[src/rtl/ram_arbiter.sv]
// Two-port arbiter in front of a single-port RAM. Each access takes one
// IDLE decision cycle and one ACCESS cycle. Round-robin or fixed priority.
module ram_arbiter #(
    parameter int ADDR_W     = 12,
    parameter int DATA_W     = 32,
    parameter int FIXED_PRIO = 0,
    parameter int MAX_WAIT   = 8
) (
    input  logic              clk,
    input  logic              rst_n,
    input  logic              m0_req,
    input  logic              m0_we,
    input  logic [ADDR_W-1:0] m0_addr,
    input  logic [DATA_W-1:0] m0_wdata,
    output logic              m0_gnt,
    output logic              m0_rvalid,
    output logic [DATA_W-1:0] m0_rdata,
    input  logic              m1_req,
    input  logic              m1_we,
    input  logic [ADDR_W-1:0] m1_addr,
    input  logic [DATA_W-1:0] m1_wdata,
    output logic              m1_gnt,
    output logic              m1_rvalid,
    output logic [DATA_W-1:0] m1_rdata,
    output logic [ADDR_W-1:0] ram_address,
    output logic [DATA_W-1:0] ram_data_in,
    output logic              ram_write_enable,
    output logic              ram_read_enable,
    input  logic [DATA_W-1:0] ram_data_out
);
    localparam logic [7:0] WAIT_MAX = 8'(MAX_WAIT);

    typedef enum logic {IDLE, ACCESS} state_t;

    state_t     state;
    logic       sel;
    logic       rr_last;
    logic [7:0] wait_cnt;
    logic       win;
    logic       win_we;

    always_comb begin
        // NOTE: every output of this block is assigned first, so no path can infer a latch.
        win = m1_req;
        if (m0_req && m1_req)
            win = (FIXED_PRIO != 0) ? (wait_cnt != WAIT_MAX) : !rr_last;
        win_we = win ? m1_we : m0_we;
    end

    // NOTE: sequential state uses non-blocking assignments so every register samples pre-edge values.
    always_ff @(posedge clk or negedge rst_n) begin
        if (!rst_n) begin
            state            <= IDLE;
            sel              <= 1'b0;
            rr_last          <= 1'b1;
            wait_cnt         <= '0;
            m0_gnt           <= 1'b0;
            m1_gnt           <= 1'b0;
            m0_rvalid        <= 1'b0;
            m1_rvalid        <= 1'b0;
            m0_rdata         <= '0;
            m1_rdata         <= '0;
            ram_address      <= '0;
            ram_data_in      <= '0;
            ram_write_enable <= 1'b0;
            ram_read_enable  <= 1'b0;
        end else begin
            m0_gnt           <= 1'b0;
            m1_gnt           <= 1'b0;
            m0_rvalid        <= 1'b0;
            m1_rvalid        <= 1'b0;
            ram_write_enable <= 1'b0;
            ram_read_enable  <= 1'b0;
            case (state)
                IDLE: begin
                    if (m0_req || m1_req) begin
                        sel              <= win;
                        ram_address      <= win ? m1_addr : m0_addr;
                        ram_data_in      <= win ? m1_wdata : m0_wdata;
                        ram_write_enable <= win_we;
                        ram_read_enable  <= !win_we;
                        m0_gnt           <= !win;
                        m1_gnt           <= win;
                        state            <= ACCESS;
                        // Starvation guard: count refusals of a waiting port 0.
                        if (FIXED_PRIO != 0 && m0_req) begin
                            if (!win)
                                wait_cnt <= '0;
                            else if (wait_cnt != WAIT_MAX)
                                wait_cnt <= wait_cnt + 8'd1;
                        end
                    end
                end
                ACCESS: begin
                    rr_last <= sel;
                    if (ram_read_enable) begin
                        if (sel) begin
                            m1_rdata  <= ram_data_out;
                            m1_rvalid <= 1'b1;
                        end else begin
                            m0_rdata  <= ram_data_out;
                            m0_rvalid <= 1'b1;
                        end
                    end
                    state <= IDLE;
                end
                default: state <= IDLE;
            endcase
        end
    end
endmodule

[config.mk]
export PLATFORM = sky130hd
export DESIGN_NAME = ram_arbiter
export DESIGN_NICKNAME = d
export VERILOG_FILES = /design/src/rtl/ram_arbiter.sv
export SDC_FILE = /design/constraint.sdc
export NUM_CORES = 1
export LEC_CHECK = 0
export BUFFER_PORTS_ARGS = -buffer_cell sky130_fd_sc_hd__buf_2
export CORE_MARGIN = 5
export CORE_UTILIZATION = 29
export CTS_CLUSTER_DIAMETER = 120
export CTS_CLUSTER_SIZE = 8
export DETAILED_ROUTE_END_ITERATION = 12
export GPL_TIMING_DRIVEN = 0
export PLACE_DENSITY_LB_ADDON = 0.25
export SLEW_MARGIN = 20
export SYNTH_ARGS = -nofsm -noshare
export SYNTH_HDL_FRONTEND = slang
export SYNTH_SLANG_ARGS = --single-unit
[constraint.sdc]
create_clock -name clk -period 2.5 [get_ports clk]
set_input_delay 0.375 -clock clk [delete_from_list [all_inputs] [get_ports clk]]
set_output_delay 0.375 -clock clk [all_outputs]
set_load 0.01 [all_outputs]
==> run metrics, run 1 <==
Area Overhead vs Synth=44.9%; DRC=0; largest net degree at the start of global routing=71; peak supply drop=483 µV; CP max FO=10; initial core utilization=29.6%; Startpoint Class=register; Hold Path Cell Cnt=3; worst hold start=m0_wdata[15]; top cells by area, synth=dfrtp_1 62%, mux2_2 16%, a21oi_1 9.4%; die area=18900 µm²; top post-synthesis cells by count=116 x dfrtp_1, 88 x a21oi_1, 65 x mux2_2; area of the multi-input gates=1590 µm²; PwrDens=1130 nW/µm²; Die X=137 µm; top_reg_cell synth=dfrtp_1; Leak=3.38 nW; post-synthesis sequential area ratio=62.3%; Setup Skew=0.00559 ns; Post-synth EDFFs=0; number of global-route vias before repair=4296; core box area=15900 µm²; final hold violations=0; FF/Latch Area=2930 µm²; RR Startpoint=state; Setup CP Type=reg -> reg; filler cell count in the final layout=1576; reg-to-reg slack, setup=1.05 ns; Final Max Slew Viols=0; Hold Path End=ram_data_in[15]; Rows=46; Yosys warnings=0; Yosys cell types=19; Post-DP HPWL=10600 µm; Tmin final=1.45 ns; DRT antenna net count=0; TritonCTS Buffers=17; Final nets=783; drt first pass iters=5; outcome=complete, no violations; worst-case clock buffer depth=2; Final Cycle Share=57.9%; Synth top area share=61.8%; Worst-path clk slew=0.06 ns; count leader, synth=dfrtp_1; Root Buffer=clkbuf_16; GPL Wtd Cong=0.803; Worst-Skew Late Latency=0.41 ns; GRT Total Usage=14.6%; setup TNS=0 ns; initial DRC count=95; WL/cell=15.4 µm; CTS sink count=117; MaxCap Viol Count=0; Worst Hold Class=in -> reg; RSZ-0062 raised after global routing=false; hold buffers post-CTS=1; H-tree depth=4; first-pass GRT wire length=21400 µm; Die Y=137 µm; initial antenna violation count=0; Post-CTS Setup Bufs=0; flops & latches, synth=117; Worst Tran Pin Value=0.468 ns; GR Overflow Total=0; Setup crit end kind=register; antenna diode count=0; I/O Pins=240; Synth Net Count=523; Post-Route WL=13700 µm; total power draw=7.67 mW; IO buf count=239; CTS tree=done; Synth Cell Area=4700 µm²; Via Count=3978; fmax=691 MHz; Final Setup Violations=0; critical path data required time=2.79 ns; Synth async-reset ratio=100%; Syn Inst Count=397; Rel. slew slack=68.8%; Reg2Reg Depth=3; post-CTS sizing=0; cell taking the most area after synthesis=dfrtp_1; Worst Path Arrival=1.74 ns; Mapped Avg Cell Area=11.8 µm²; vias per cell=4.49; fraction of layout cells with a size suffix above 1=54.9%; FF-to-FF End=m1_rdata[8]
[worst max-delay path by stage]
stage	from	to	slack, ns	cells after the start
2_1_floorplan	sel	m0_rdata[15]	1.26	3
3_3_place_gp	rst_n	ram_address[0]	-0.39	1
3_5_place_dp	m1_req	ram_data_in[2]	1.03	6
4_1_cts	state	m1_rdata[8]	1.03	3
5_1_grt	state	ram_address[5]	0.92	5
6_report	state	m1_rdata[8]	1.05	3
[kinds of logic (layout without fill, tap and decap cells)]
kind of cell	after synthesis	after routing	share of synthesized area (%)
AOI/OAI and AO/OA	92	92	10.1
buffers and inverters	28	301	3.89
DFF	117	117	62.3
muxes	66	66	15.8
and+or+nand+nor	94	94	7.85
[critical path: stages (launching register included)]
cell     delay (ns)
dfrtp_1        0.46
nand3_2        0.18
buf_2          0.30
mux2_2         0.38
[layout by cell type, fill, tap and decap left out, types with 2 or more instances in the layout]
cell type,n
a21oi_1,88
buf_2,252
buf_4,6
buf_6,6
bufinv_16,2
clkbuf_16,17
clkinv_4,5
clkinvlp_4,2
dfrtp_1,116
inv_1,2
inv_6,3
inv_8,2
mux2_2,65
nand2_1,44
nor2_1,47
[registers in the layout, indices dropped and copies added, names as in the netlist]
| name | count |
|---|---|
| rr_last | 1 |
| ram_read_enable | 1 |
| m0_gnt | 1 |
| m0_rdata | 32 |
| m0_rvalid | 1 |
| m1_rvalid | 1 |
| ram_address | 12 |
| sel | 1 |
| state | 1 |
| ram_data_in | 32 |
| ram_write_enable | 1 |
| m1_gnt | 1 |
| m1_rdata | 32 |
[cell type report]
type | instances | area share, %
Sequential cell | 117 | 43.0
Multi-Input combinational cell | 252 | 23.3
Timing Repair Buffer | 241 | 18.2
Clock buffer | 17 | 6.25
Tap cell | 216 | 3.97
Clock inverter | 15 | 2.54
Buffer | 25 | 2.52
Inverter | 3 | 0.165
[report_power, final]
| part | total [mW] | leakage (nW) | switching (mW) | internal [mW] |
|---|---|---|---|---|
| Combinational | 2.25 | 1.74 | 1.14 | 1.11 |
| Clock | 2.44 | 0.288 | 0.947 | 1.49 |
| Sequential | 2.97 | 1.35 | 0.360 | 2.61 |
[routing by layer]
layer  track usage (%)  share of wire [%]  up-vias
met1              17.2                 41     1894
li1                  -                  -     1881
met2              23.8                 46      188
met3              7.05                 12       15
met5                 0                  0        -
met4              4.49                1.1        0
[per-stage QoR]
step	cells	area, µm²	hold WS, ns	setup slack [ns]	util (%)
3_5_place_dp	853	6200	0.352	1.03	39.0
6_report	886	6810	0.189	1.05	42.9
4_1_cts	886	6810	0.168	1.03	42.9
3_3_place_gp	852	6170	0.483	-0.393	38.8
5_1_grt	886	6810	0.175	0.923	42.9
2_1_floorplan	397	4700	0.0794	1.26	-
No activity file was read; power rests on OpenSTA's default activity.
==> inputs of run 2 (changes only) <==
- clock period: 2.5 -> 1.4 ns (I/O delays scaled with it)
==> run 2 against run 1 <==
Fmax rose by 6.5%. Sequential power rose by 79%. Clock skew barely moved. Highest routed layer unchanged.
==> run metrics, run 2 (same netlist as run 1, synthesis figures left out) <==
core box area=15900 µm² (unchanged); Worst-Skew Late Latency=0.41 ns (about the same); Rel. slew slack=68.8% (about the same); Final Max Slew Viols=0 (unchanged); Setup crit end kind=register (unchanged); critical path cell sequence=nand3_2 > buf_4 > mux2_2 (was nand3_2 > buf_2 > mux2_2); RSZ-0062 raised after global routing=true (was false); Final Cycle Share=97.0% (was 57.9%); die area=18900 µm² (unchanged); DRT antenna net count=0 (unchanged); PwrDens=2000 nW/µm² (was 1130 nW/µm²); Final WS setup=0.0413 ns (was 1.05 ns); initial DRC count=101 (was 95); Leak=3.41 nW (was 3.38 nW); Post-Route WL=13700 µm (about the same); crit path max-delay cell type=dfrtp_2 (was dfrtp_1); final core utilization=43.3% (was 42.9%); total power draw=13.7 mW (was 7.67 mW); setup TNS=0 ns (unchanged); Hold Path Cell Cnt=3 (unchanged); Worst Path Arrival=1.66 ns (was 1.74 ns); pre-CTS setup slack=-0.0610 ns (was 1.03 ns); fraction of layout cells with a size suffix above 1=55.6% (was 54.9%); Die Y=137 µm (unchanged); final hold violations=0 (unchanged); biggest regs=m0_rdata (32), m1_rdata (32), ram_data_in (32) (unchanged); CP max FO=10 (unchanged); critical path data required time=1.70 ns (was 2.79 ns); Post-Layout Cell Count=885 (was 886); drt first pass iters=4 (was 5); initial core utilization=29.6% (unchanged); TritonCTS Buffers=17 (unchanged); Reg2Reg Depth=3 (unchanged); worst-case clock buffer depth=2 (unchanged); Final nets=782 (was 783); final hold slack=0.0245 ns (was 0.189 ns); peak supply drop=855 µV (was 483 µV); Area Overhead vs Synth=46.5% (was 44.9%); Hold Path End=ram_data_in[26] (was ram_data_in[15]); Tmin final=1.36 ns (was 1.45 ns); Setup Skew=0.00594 ns (was 0.00559 ns); fmax=736 MHz (was 691 MHz); Setup CP Type=reg -> reg (unchanged); I/O Pins=240 (unchanged); H-tree depth=4 (unchanged); Startpoint Class=register (unchanged); worst hold start=m0_wdata[26] (was m0_wdata[15]); dpl cells=853 (unchanged); filler cell count in the final layout=1568 (was 1576); GR Overflow Total=0 (unchanged); DRC=0 (unchanged); antenna diode count=0 (unchanged); reg-to-reg slack, setup=0.04 ns (was 1.05 ns); WL/cell=15.5 µm (was 15.4 µm); CTS sink count=117 (unchanged); CP peak stage delay=0.47 ns (was 0.46 ns); area of the multi-input gates=1630 µm² (was 1590 µm²); GRT Total Usage=14.6% (unchanged); Rows=46 (unchanged); FF/Latch Area=2930 µm² (about the same); CTS tree=done (unchanged); number of global-route vias before repair=4292 (was 4296); commonest non-fill, non-tap cell in the layout=buf_2 (unchanged); Worst-path clk slew=0.06 ns (about the same); most frequent cells in the layout=241 x buf_2, 115 x dfrtp_1, 84 x a21oi_1 (was 252 x buf_2, 116 x dfrtp_1, 88 x a21oi_1); Post-CTS Setup Bufs=0 (unchanged); first-pass GRT wire length=21400 µm (about the same); vias per cell=4.49 (about the same); MaxCap Viol Count=0 (unchanged); Worst Hold Class=in -> reg (unchanged); outcome=complete, no violations (unchanged); initial antenna violation count=0 (unchanged); Root Buffer=clkbuf_16 (unchanged); IO buf count=239 (unchanged); Die X=137 µm (unchanged); Via Count=3975 (was 3978); FF-to-FF End=m1_rdata[25] (was m1_rdata[8]); Worst Tran Pin Value=0.468 ns (about the same); largest net degree at the start of global routing=71 (unchanged); GPL Wtd Cong=0.803 (unchanged); dpl cell area=6200 µm² (unchanged); Post-DP HPWL=10600 µm (unchanged); final instance area=6880 µm² (was 6810 µm²); Final Setup Violations=0 (unchanged); RR Startpoint=state (unchanged)
==> run 2: cell count changes in the layout (fill, tap and decap cells not counted), sizes merged <==
cell	before	now
buf	265	263
clkbuf	17	18
==> run 2: how the worst max path moves through the flow <==
stage | start | endpoint | cells past startpoint | slack [ns]
after global routing | state | m1_rdata[13] | 3 | -0.01
after floorplan | sel | m0_rdata[15] | 3 | 0.16
after global placement | rst_n | ram_address[0] | 1 | -1.33
final | state | m1_rdata[25] | 3 | 0.04
after CTS | sel | m0_rdata[21] | 3 | -0.03
after detailed placement | state | m1_rdata[25] | 3 | -0.06
==> run 2: repair_timing <==
item,in CTS,in global routing
cloned,0,0
endpoints found under the hold margin,47,0
hold buffers,1,0
endpoints found under the setup margin,89,89
gates resized for setup,9,15
==> run 2: worst max-delay path, delay by kind of cell (launching register included) <==
kind | cells | cell delay, ns
AND/OR/NAND/NOR | 1 | 0.18
multiplexers | 1 | 0.36
buffers and inverters | 1 | 0.23
flip-flops | 1 | 0.47
==> run 2: layout make-up <==
class                           count  area share (%)
Buffer                             24            3.00
Clock buffer                       17            6.18
Clock inverter                     15            2.51
Inverter                            3           0.200
Multi-Input combinational cell    252            23.6
Sequential cell                   117            42.6
Tap cell                          216            3.93
Timing Repair Buffer              241            18.0
==> run 2: where the power goes <==
part / internal (mW) / switching, mW
Combinational: 2.02 / 2.05
Clock: 2.67 / 1.69
Sequential: 4.67 / 0.649
Total: 9.36 / 4.39
==> run 2: per-layer routing <==
layer	track usage (%)	wire, µm	vias to the layer above
li1	-	-	1879
met1	17.2	5550	1882
met2	23.8	6370	202
met3	7.05	1670	12
met4	4.49	152	0
met5	0	0	-
==> inputs of run 3 (changes only) <==
- BUFFER_PORTS_ARGS: -buffer_cell sky130_fd_sc_hd__buf_2 -> -buffer_cell sky130_fd_sc_hd__clkbuf_2
==> run 3 against run 2 <==
Wire length is 1.7% higher. Combinational power is 1% higher. Critical path type unchanged. Non-clock buffer count is 15 higher. Largest cell class unchanged. Critical endpoint is now m1_rdata[7]. Flip-flop and latch count stayed put.
==> run metrics, run 3 (same netlist as run 1, synthesis figures left out) <==
TritonCTS Buffers=17 (unchanged); total power draw=13.7 mW (about the same); antenna diode count=0 (unchanged); RR Startpoint=state (unchanged); number of global-route vias before repair=4360 (was 4292); Worst Setup SP=state (unchanged); Worst Tran Pin Value=0.407 ns (was 0.468 ns); Die X=137 µm (unchanged); setup TNS=0 ns (unchanged); Area Overhead vs Synth=49.9% (was 46.5%); GR Overflow Total=0 (unchanged); filler cell count in the final layout=1561 (was 1568); fmax=739 MHz (was 736 MHz); GRT Total Usage=14.9% (was 14.6%); MaxCap Viol Count=0 (unchanged); Leak=3.53 nW (was 3.41 nW); Routed met1 length=5590 µm (was 5550 µm); dpl cell area=6200 µm² (about the same); RSZ-0062 raised after global routing=true (unchanged); die area=18900 µm² (unchanged); Final Cycle Share=96.7% (was 97.0%); DRC=0 (unchanged); Worst-Skew Late Latency=0.41 ns (about the same); critical path data required time=1.69 ns (was 1.70 ns); Top Layer Used=met4 (unchanged); Worst Hold Class=in -> reg (unchanged); worst hold start=m0_wdata[30] (was m0_wdata[26]); GPL Wtd Cong=0.804 (was 0.803); Post-DP HPWL=10700 µm (was 10600 µm); pre-CTS setup slack=-0.101 ns (was -0.0610 ns); WL/cell=15.5 µm (about the same); Final Setup Violations=0 (unchanged); CTS sink count=117 (unchanged); dpl cells=853 (unchanged); Final Max Slew Viols=0 (unchanged); crit path max-delay cell type=dfrtp_2 (unchanged); first-pass GRT wire length=21900 µm (was 21400 µm); critical path cell sequence=nand3_2 > buf_4 > mux2_2 (unchanged); met2 routed WL=6720 µm (was 6370 µm); final hold violations=0 (unchanged); initial DRC count=152 (was 101); Die Y=137 µm (unchanged); Post-Route WL=14000 µm (was 13700 µm); CTS tree=done (unchanged); Setup crit end kind=register (unchanged); Startpoint Class=register (unchanged); H-tree depth=4 (unchanged); vias per cell=4.46 (was 4.49); Final WS setup=0.0466 ns (was 0.0413 ns); CP peak stage delay=0.47 ns (about the same); Setup Skew=0.0110 ns (was 0.00594 ns); CP max FO=10 (unchanged); outcome=complete, no violations (unchanged); commonest non-fill, non-tap cell in the layout=clkbuf_2 (was buf_2); I/O Pins=240 (unchanged); core box area=15900 µm² (unchanged); worst-case clock buffer depth=2 (unchanged); Worst Path Arrival=1.64 ns (was 1.66 ns); Post-Layout Cell Count=900 (was 885); Worst-path clk slew=0.06 ns (about the same); Rows=46 (unchanged); DRT antenna net count=0 (unchanged); Setup CP Type=reg -> reg (unchanged); final instance area=7050 µm² (was 6880 µm²); Final nets=797 (was 782); Root Buffer=clkbuf_16 (unchanged); peak supply drop=829 µV (was 855 µV); largest net degree at the start of global routing=71 (unchanged); fraction of layout cells with a size suffix above 1=55.1% (was 55.6%); Via Count=4016 (was 3975); Tmin final=1.35 ns (was 1.36 ns); biggest regs=m0_rdata (32), m1_rdata (32), ram_data_in (32) (unchanged); drt first pass iters=5 (was 4); initial antenna violation count=0 (unchanged); initial core utilization=29.6% (unchanged); Rel. slew slack=72.9% (was 68.8%); most frequent cells in the layout=238 x clkbuf_2, 115 x dfrtp_1, 79 x a21oi_1 (was 241 x buf_2, 115 x dfrtp_1, 84 x a21oi_1); met3 WL=1470 µm (was 1670 µm); IO buf count=239 (unchanged); PwrDens=1940 nW/µm² (was 2000 nW/µm²)
-- run 3: changes by cell type in the layout (fill, tap and decap cells not counted), sizes merged --
cell / change
buf: -239
dlygate4sd3: +15
clkinv: +3
clkinvlp: -1
inv: -2
clkbuf: +239
-- run 3: layout make-up --
| class | instances | area [µm²] | area share (%) |
|---|---|---|---|
| flip-flops and latches | 117 | 2930 | 41.6 |
| multi-input cells | 252 | 1640 | 23.3 |
| repair buffers | 256 | 1390 | 19.8 |
| clock buffers | 17 | 425 | 6.04 |
| well taps | 216 | 270 | 3.84 |
| plain buffers | 24 | 213 | 3.02 |
| clock inverters | 15 | 156 | 2.22 |
| inverters | 3 | 13.8 | 0.195 |
-- run 3: metal layers --
layer	vias to the layer above	GRT usage, %
met5	-	0
met4	0	5.04
met3	16	6.72
met2	191	24.2
met1	1904	17.7
li1	1905	-
-- run 3: repair_timing --
item | in CTS | in global routing
resized for setup | 9 | 25
hold buffers | 16 | 0
buffers inserted | 0 | 0
endpoints found under the setup margin | 89 | 89
pin swaps | 0 | 0
endpoints found under the hold margin | 62 | 0
gates cloned | 0 | 0
-- run 3: path summary, 6_finish.rpt --
kind	to	slack, ns	depth (start not counted)
worst min register to register	m1_rdata[14]	0.50	1
worst max-delay path	m1_rdata[7]	0.05	3
worst max register to register	m1_rdata[7]	0.05	3
worst min-delay path	ram_data_in[30]	0.02	3
max in group asynchronous	rr_last	0.36	3
min in group asynchronous	m0_rdata[6]	0.32	2
-- run 3: where the power goes --
group	leakage, nW	internal [mW]	total (mW)	switching, mW
clock	0.289	2.63	4.22	1.59
combinational	1.89	2.04	4.12	2.07
sequential	1.35	4.67	5.35	0.684
total	3.53	9.34	13.7	4.35
-- run 3: per-stage QoR --
| stage | hold WS, ns | util [%] |
|---|---|---|
| after floorplan | -0.0856 | - |
| after global placement | 0.426 | 38.8 |
| after detailed placement | 0.185 | 39.0 |
| after CTS | 0.0000898 | 43.8 |
| after global routing | 0.00500 | 44.4 |
| final | 0.0204 | 44.4 |
-- run 3: worst max-delay path, delay by kind of cell, from the launching register on --
| family | cells | cell delay, ns |
|---|---|---|
| muxes | 1 | 0.36 |
| DFF | 1 | 0.47 |
| buffers and inverters | 1 | 0.23 |
| and+or+nand+nor | 1 | 0.17 |
